$ cat src/rtl/bus_mapper.sv
// bus_mapper -- paged CPU-bus to physical-memory mapper with access sequencer.
//
// The 16-bit CPU byte address space is split into WINDOWS = 2^(16-WIN_BITS)
// windows. Each window has a runtime-programmable map entry {valid, ro, page}.
// A memory access is translated through the entry of its window. It is then
// paced by an optional contention slot and issued to the sram controller as a
// one-cycle request. Completion is signalled back with bus_ack.
//
// Optional feature macro: MAPPER_CONTENTION_EN
//   defined   : free-running slot counter on `ce`; non-turbo accesses are
//               released only at the end of each SLOT_LEN frame.
//   undefined : no counter; SLOT lasts one cycle; `ce` and `turbo` unused.
//
// Ports
//   clk_sys, reset        clock, asynchronous active-high reset
//   ce, turbo             contention timebase enable / contention bypass
//   bus_addr/din/wtbt/we  CPU address, write data, byte enables, write
//   bus_sync, bus_stb     address-phase valid, data strobe
//   map_sel               access targets the map register file
//   bus_ack, bus_dout     transfer done, read data (zero outside ACK)
//   fault                 one-cycle pulse on a rejected memory access
//   phys_addr/din/wtbt    translated address (LSB 0), write data, byte enables
//   phys_we, phys_rd      one-cycle write / read request
//   phys_dout, phys_ready sram read data and completion
module bus_mapper #(
  parameter int unsigned WIN_BITS = 13,
  parameter int unsigned PHYS_W   = 25,
  parameter int unsigned PAGE_W   = PHYS_W - WIN_BITS,
  parameter int unsigned SLOT_LEN = 8
) (
  input  logic              clk_sys,
  input  logic              reset,
  input  logic              ce,
  input  logic              turbo,
  input  logic [15:0]       bus_addr,
  input  logic [15:0]       bus_din,
  input  logic [1:0]        bus_wtbt,
  input  logic              bus_we,
  input  logic              bus_sync,
  input  logic              bus_stb,
  input  logic              map_sel,
  output logic              bus_ack,
  output logic [15:0]       bus_dout,
  output logic              fault,
  output logic [PHYS_W-1:0] phys_addr,
  output logic [15:0]       phys_din,
  output logic [1:0]        phys_wtbt,
  output logic              phys_we,
  output logic              phys_rd,
  input  logic [15:0]       phys_dout,
  input  logic              phys_ready
);

  localparam int unsigned IDX_W   = 16 - WIN_BITS;
  localparam int unsigned WINDOWS = 1 << IDX_W;
  localparam int unsigned ENT_W   = PAGE_W + 2;

  typedef enum logic [2:0] {
    S_IDLE, S_SLOT, S_ISSUE, S_WAIT, S_ACK, S_REG, S_HOLD
  } state_t;

  state_t              state_q, state_d;
  logic [ENT_W-1:0]    map_q [WINDOWS];
  logic [ENT_W-1:0]    map_d [WINDOWS];
  logic [PHYS_W-1:0]   phys_addr_q, phys_addr_d;
  logic                we_q, we_d;
  logic [1:0]          wtbt_q, wtbt_d;
  logic [15:0]         din_q, din_d;
  logic [15:0]         dout_q, dout_d;
  logic                fault_q, fault_d;
  logic                drop_q, drop_d;

  logic                grant;
  logic [ENT_W-1:0]    win_ent;
  logic [ENT_W-1:0]    reg_ent;
  logic [IDX_W-1:0]    reg_idx;
  logic [15:0]         reg_rd;
  logic                reject;
  state_t              done_state;
  logic                unused_lsb;

  always_comb unused_lsb = bus_addr[0];

`ifdef MAPPER_CONTENTION_EN
  localparam int unsigned CNT_W = $clog2(SLOT_LEN);
  logic [CNT_W-1:0] cnt_q, cnt_d;

  // SLOT_LEN is a power of two, so natural overflow is the modulo wrap.
  always_comb begin
    cnt_d = cnt_q;
    if (ce) cnt_d = cnt_q + CNT_W'(1);
  end

  always_ff @(posedge clk_sys or posedge reset) begin
    if (reset) cnt_q <= '0;
    else       cnt_q <= cnt_d;
  end

  always_comb grant = turbo || (ce && (cnt_q == CNT_W'(SLOT_LEN - 1)));
`else
  logic unused_ctl;
  always_comb unused_ctl = ce ^ turbo;
  always_comb grant = 1'b1;
`endif

  // Window entry for translation and register-file entry for map access.
  always_comb begin
    win_ent = map_q[bus_addr[15:WIN_BITS]];
    reg_idx = bus_addr[IDX_W:1];
    reg_ent = map_q[reg_idx];
    reg_rd  = '0;
    reg_rd[15]         = reg_ent[ENT_W-1];
    reg_rd[14]         = reg_ent[ENT_W-2];
    reg_rd[PAGE_W-1:0] = reg_ent[PAGE_W-1:0];
    reject  = !win_ent[ENT_W-1] || (bus_we && win_ent[ENT_W-2]);
  end

  // An access whose strobe went away at any point before completion is
  // finished internally but never acknowledged.
  always_comb done_state = (drop_q || !bus_stb) ? S_IDLE : S_ACK;

  always_comb begin
    state_d     = state_q;
    map_d       = map_q;
    phys_addr_d = phys_addr_q;
    we_d        = we_q;
    wtbt_d      = wtbt_q;
    din_d       = din_q;
    dout_d      = dout_q;
    fault_d     = 1'b0;
    drop_d      = drop_q;

    unique case (state_q)
      S_IDLE: begin
        if (bus_sync && bus_stb) begin
          drop_d = 1'b0;
          dout_d = '0;
          if (map_sel) begin
            state_d = S_REG;
            if (bus_we) begin
              if (bus_wtbt == 2'b11)
                map_d[reg_idx] = {bus_din[15], bus_din[14], bus_din[PAGE_W-1:0]};
            end else begin
              dout_d = reg_rd;
            end
          end else if (reject) begin
            fault_d = 1'b1;
            state_d = S_HOLD;
          end else begin
            state_d     = S_SLOT;
            phys_addr_d = {win_ent[PAGE_W-1:0], bus_addr[WIN_BITS-1:1], 1'b0};
            we_d        = bus_we;
            wtbt_d      = bus_wtbt;
            din_d       = bus_din;
          end
        end
      end
      S_SLOT: begin
        if (!bus_stb) drop_d = 1'b1;
        if (grant) state_d = S_ISSUE;
      end
      S_ISSUE: begin
        if (!bus_stb) drop_d = 1'b1;
        if (we_q && (wtbt_q == 2'b00)) state_d = done_state;
        else                           state_d = S_WAIT;
      end
      S_WAIT: begin
        if (!bus_stb) drop_d = 1'b1;
        if (phys_ready) begin
          dout_d  = phys_dout;
          state_d = done_state;
        end
      end
      S_REG: begin
        if (!bus_stb) drop_d = 1'b1;
        state_d = done_state;
      end
      S_ACK: begin
        if (!bus_stb) state_d = S_IDLE;
      end
      S_HOLD: begin
        if (!bus_stb) state_d = S_IDLE;
      end
      default: state_d = S_IDLE;
    endcase
  end

  always_ff @(posedge clk_sys or posedge reset) begin
    if (reset) begin
      state_q     <= S_IDLE;
      phys_addr_q <= '0;
      we_q        <= 1'b0;
      wtbt_q      <= '0;
      din_q       <= '0;
      dout_q      <= '0;
      fault_q     <= 1'b0;
      drop_q      <= 1'b0;
      for (int unsigned i = 0; i < WINDOWS; i++)
        map_q[IDX_W'(i)] <= {1'b1, 1'b0, PAGE_W'(i)};
    end else begin
      state_q     <= state_d;
      phys_addr_q <= phys_addr_d;
      we_q        <= we_d;
      wtbt_q      <= wtbt_d;
      din_q       <= din_d;
      dout_q      <= dout_d;
      fault_q     <= fault_d;
      drop_q      <= drop_d;
      map_q       <= map_d;
    end
  end

  always_comb begin
    bus_ack   = (state_q == S_ACK);
    bus_dout  = (state_q == S_ACK) ? dout_q : '0;
    fault     = fault_q;
    phys_addr = phys_addr_q;
    phys_din  = din_q;
    phys_wtbt = wtbt_q;
    phys_rd   = (state_q == S_ISSUE) && !we_q;
    phys_we   = (state_q == S_ISSUE) && we_q && (wtbt_q != 2'b00);
  end

endmodule

$ cat config.mk
export PLATFORM = sky130hd
export DESIGN_NAME = bus_mapper
export DESIGN_NICKNAME = d
export VERILOG_FILES = /design/src/rtl/bus_mapper.sv
export SDC_FILE = /design/constraint.sdc
export NUM_CORES = 1
export LEC_CHECK = 0
export ABC_AREA = 1
export BUFFER_PORTS_ARGS = -buffer_cell sky130_fd_sc_hd__buf_2
export CAP_MARGIN = 5
export CORE_MARGIN = 1.5
export CORE_UTILIZATION = 35
export CTS_CLUSTER_DIAMETER = 100
export DETAILED_ROUTE_END_ITERATION = 10
export HOLD_SLACK_MARGIN = 0.03
export SYNTH_ARGS = -nofsm -noshare
export SYNTH_HDL_FRONTEND = slang
export SYNTH_SLANG_ARGS = --single-unit
$ cat constraint.sdc
create_clock -name clk_sys -period 7 [get_ports clk_sys]
set_input_delay 1.4 -clock clk_sys [delete_from_list [all_inputs] [get_ports clk_sys]]
set_output_delay 1.4 -clock clk_sys [all_outputs]
set_load 0.02 [all_outputs]
-- Word-level counts from Yosys, hierarchy flattened
Cells that the tools add are included.
- bits in registers: 176
- output and inout bits: 63
- word-level logic and storage cells: 88
- magnitude comparators: 3
- eq/ne operators: 11
- multiplexer cells: 30
- bitwise operators: 4
- reduce and logical (&&, ||, !) cells: 24
- operators by type and width (cell ; count):
    $bwmux W112 ; 1
    $bmux W14 S3 ; 2
    $mux W16 ; 5
    $mux W14 ; 5
    $demux W14 S3 ; 1
    $pmux W16 S2 ; 1
    $mux W3 ; 7
    $pmux W3 S6 ; 1
    $eq A3 B3 Y1 const B ; 3
    $reduce_and A3 Y1 ; 3
    $ge A4 B4 Y1 const B ; 2
    $ne A2 B2 Y1 const B ; 4
    $not A3 Y4 ; 2
    $logic_and A1 B1 Y1 ; 7
    $eq A3 B2 Y1 const B ; 2
    $mux W1 ; 6
    $reduce_bool A2 Y1 ; 3
    $reduce_and A5 Y1 ; 1
    $lt A4 B1 Y1 const B ; 1
    $reduce_and A4 Y1 ; 1
    $reduce_or A4 Y1 ; 1
    $eq A3 B1 Y1 const B ; 1
    $logic_not A1 Y1 ; 3
    $logic_not A3 Y1 ; 1
    6 further kinds ; 8

-- Longest topological paths before layout
- word-level depth: 10
- mapped depth: 13
- mapped depth without buffers: 12

-- Worst setup path after synthesis
OpenSTA, ideal clock, no wires.
- path type: register to output
- start: register state_q[1]
- end: output port bus_dout[10]
- arrival: 1.782 ns
- required time: 5.600 ns
- slack: 3.818 ns
- cell stages (with the launch flop): 5
- path buffers: 1
- cells stage by stage: dfrtp_1 nor3_1 inv_1 clkbuf_1 nor2_1
- cells in the longest elaborated chain, start to end: 2
- RTL lines (element ; RTL line ; source):
    start: declaration ; 62 ; state_t state_q, state_d;
    start signal: assignment ; 201 ; state_q <= state_d;
    $eq A3 B3 Y1 ; n/a ;
    net bus_ack ; 42 ; output logic bus_ack,
    $mux W16 ; 215 ; bus_dout = (state_q == S_ACK) ? dout_q : '0;
    end: declaration ; 43 ; output logic [15:0] bus_dout,
The timed path passes the listed nets, and every way through them passes these cells.

-- Worst setup path after layout
- start: input port bus_addr[1]
- end: register dout_q[10]
- cells in the longest elaborated chain, start to end: 8
- RTL lines (element ; RTL line ; source):
    start: declaration ; 35 ; input logic [15:0] bus_addr,
    $not A3 Y4 (not written as such) ; 110 ; reg_ent = map_q[reg_idx];
    $bmux W14 S3 ; 110 ;
    $mux W14 (not written as such) (2 in a row) ; 110 ;
    $mux W16 ; 140 ; if (bus_we) begin
    $mux W16 ; 138 ; if (map_sel) begin
    $mux W16 ; 135 ; if (bus_sync && bus_stb) begin
    $pmux W16 S2 ; 133 ; unique case (state_q)
    end signal: assignment ; 206 ; dout_q <= dout_d;
    end: declaration ; 69 ; logic [15:0] dout_q, dout_d;
No other way between the ends. The select of a mux whose other input is x is not followed.
A chain may end at the register's enable or synchronous reset.

==> summary.md <==
| Metric | Value |
|---|---|
| Synth Warn # | `0` |
| CTS tree | `built` |
| Critical path data arrival time | `4080 ps` |
| Top cells by area, synth | `dfrtp_1 (44%), nand2_1 (13%), o21ai_1 (7.1%)` |
| Status | `finished, final reports clean` |
| Area used by multi-input combinational logic | `3680 sq um` |
| Placer congestion estimate | `0.820` |
| Post-synthesis simple-gate area fraction | `roughly 20%` |
| Least-Margin Pin Slew | `989 ps` |
| Relative slew margins | `about a third` |
| Post-DP HPWL | `between 15 and 20 mm` |
| Layout cells sized above 1 | `17.5%` |
| Die area | `approximately 26000 sq um` |
| Setup_tns | `0 ps` |
| VDD IR max | `between 100 and 150 uV` |
| Synth Flop Type | `dfrtp_1` |
| DR vias/cell | `between 5 and 6` |
| Utilization after layout | `between 40% and 50%` |
| First-pass iteration count of the detailed router | `5` |
| Largest net degree at the start of global routing | `87` |
| Post-synthesis adder-cell area fraction | `0%` |
| Post-synth top area share | `approximately 44%` |
| Final hold viol count | `0` |
| Post-CTS resize count | `0` |
| Worst Setup Start Kind | `primary input` |
| # Post-CTS Setup Buffers | `0` |
| Routed wire per std cell | `between 15 and 20 um` |
| Async set-or-reset flop fraction in the synthesized netlist | `100%` |
| Root Buffer | `clkbuf_16` |
| Post-synth top area cell | `dfrtp_1` |
| Clk sinks | `around 180` |
| Detailed-route via count | `7825` |
| Pwr Density | `around 310 nW/um^2` |
| RSZ-0062 raised after global routing | `false` |
| DRC violations left | `0` |
| Vias in the first global route | `7517` |
| Global route total overflow | `0` |
| CTS Buffer Depth | `2` |
| Worst hold margin | `approximately 480 ps` |
| Final Max Slew Viols | `0` |
| Largest family of logic cells by synthesized area | `compound AO/OA/AOI/OAI gates` |
| Io pins | `around 120` |
| Xor and xnor area share after synthesis | `0%` |
| Average size of a mapped cell | `7.96 sq um` |
| Mux cell area share after synthesis | `0%` |
| Synth Area in Compound Gates | `about a fifth` |
| Core area | `between 20000 and 30000 sq um` |
| Die Span Y | `between 150 and 200 um` |
| Fin crit period | `about 3800 ps` |
| Period utilization | `~54%` |
| Critical path data required time | `approximately 7300 ps` |
| Setup skew after layout | `between 10 and 15 ps` |
| Inserted Diodes | `0` |
| Number of port buffers | `roughly 120` |
| CP max FO | `31` |
| Post-DRT Antenna Nets | `0` |
| Static Leak | `4.85 nW` |
| Worst-Skew Late Latency | `430 ps` |
| Post-Layout Cell Count | `1543` |
| Fillers | `2670` |
| #FFs+latches synth | `176` |
| Most common cell in the netlist | `nand2_1` |
| Total CTS buffers | `17` |
| EDFF count, synth | `0` |
| Starting density of the core | `between 30% and 40%` |
| Row cnt | `a little under 60` |
| Worst setup path category | `primary input to flop` |
| CTS Hold Bufs | `0` |
| Mapped Cells | `about 1100` |
| Detailed-route wire length | `25.4 mm` |
| Post-Syn Area | `about 8900 sq um` |
| Register area share after synthesis | `roughly half` |
| CTS clk-pin slew, worst paths | `approximately 70 ps` |
| Initial DRC Count | `813` |
| Total GRT Usage | `about a fifth` |
| Final setup fails | `0` |
| Post-synthesis cell type count | `39` |
| Number of antenna violations at the first check in global routing | `0` |
| FMAX | `approximately 0.27 GHz` |
| Layout area overhead | `14.4%` |
| Final nets | `around 1300` |
| H-tree depth | `4` |
| Syn_nets | `about 1200` |
| Placed cells | `approximately 1500` |
| Post-synth top cells | `nand2_1 (307), dfrtp_1 (156), o21ai_1 (126), o21ai_0 (100), inv_1 (98)` |
| First-pass GRT wire length | `40.9 mm` |
| CP Capture Type | `flop` |
| Die Wd | `around 160 um` |
| Max Cap Viol | `0` |
| Worst hold path type | `flop to flop` |
| Register cell area after layout | `roughly 4400 sq um` |
## placed cells by master (no fill, tap or decap), types with 2 or more instances in the layout
cell type,synthesis,final
a21boi_0,2,2
a21boi_1,8,8
a21oi_1,60,60
a22oi_1,13,13
buf_2,23,117
buf_4,5,7
bufinv_16,0,2
clkbuf_16,0,17
clkinv_1,3,3
clkinv_2,0,2
dfrtp_1,156,156
dfstp_2,20,20
inv_1,98,97
inv_2,4,4
inv_4,2,2
inv_6,0,5
inv_8,0,5
nand2_1,307,307
nand2_2,3,3
nand2_4,6,6
nand3_1,18,18
nand3_4,2,2
nand4_1,7,7
nor2_1,77,77
nor2_2,2,2
nor3b_1,2,2
o211ai_1,9,9
o21ai_0,100,100
o21ai_1,126,126
o21ai_2,11,11
o221ai_1,6,6
o22ai_1,6,6
## power by group
group | internal, mW | total, mW | switching (mW)
combinational | 0.295 | 0.877 | 0.582
clock | 0.551 | 0.995 | 0.444
sequential | 1.21 | 1.31 | 0.0977
## critical path: stages
cell and delay [ps]:
buf_2 550, inv_1 80, buf_4 270, nand3_1 450
clkinv_1 600, nand2_1 180, nand2_1 70, a21oi_1 110
nand3_1 170, nand2_1 110, a21boi_1 60
## cell type report
| class | count | share of cell area [%] |
|---|---|---|
| clock buffer | 18 | 4.31 |
| clock inverter | 14 | 1.66 |
| inverter | 107 | 4.04 |
| multi-input combinational | 774 | 36.2 |
| sequential | 176 | 43.5 |
| tap | 330 | 4.05 |
| timing repair buffer | 124 | 6.27 |
## path summary, 6_finish.rpt
path / start / to / slack (ps) / depth (start not counted)
worst max-delay path: bus_addr[1] / dout_q[10] / 3240 / 11
worst min-delay path: phys_addr[7] / phys_addr[7] / 480 / 2
worst max register to register: state_q[2] / dout_q[6] / 4950 / 9
max in group asynchronous: reset / map_q[60] / 4680 / 3
worst min register to register: phys_addr[7] / phys_addr[7] / 480 / 2
min in group asynchronous: reset / phys_din[15] / 970 / 2
## sequential cells by signal, indices dropped and copies added (netlist names)
name and count:
phys_din 16, we_q 1, phys_wtbt 2, phys_addr 24, map_q 112, fault 1
state_q 3, drop_q 1, dout_q 16
## per-stage QoR
stage / instance area [sq um] / worst slack [ps] / total power, mW
floorplan: 8900 / 860 / 1.97
global placement: 9580 / 2940 / 2.20
detailed placement: 9580 / 2900 / 2.22
CTS: 10200 / 3360 / 3.22
global route: 10200 / 3130 / 3.39
finish: 10200 / 3240 / 3.18
## cells by family after synthesis
group | after synthesis
compound gates | 342
flops | 176
other cells | 1
buf+inv | 169
simple gates | 431
## metal layers
| metal | part of all wire (%) | track usage, % |
|---|---|---|
| met5 | 0 | 0 |
| met4 | 3.2 | 8.59 |
| met3 | 5.2 | 2.88 |
| met2 | 47 | 33.2 |
| met1 | 45 | 26.5 |
Note: power is estimated with default switching activity, not from simulation.
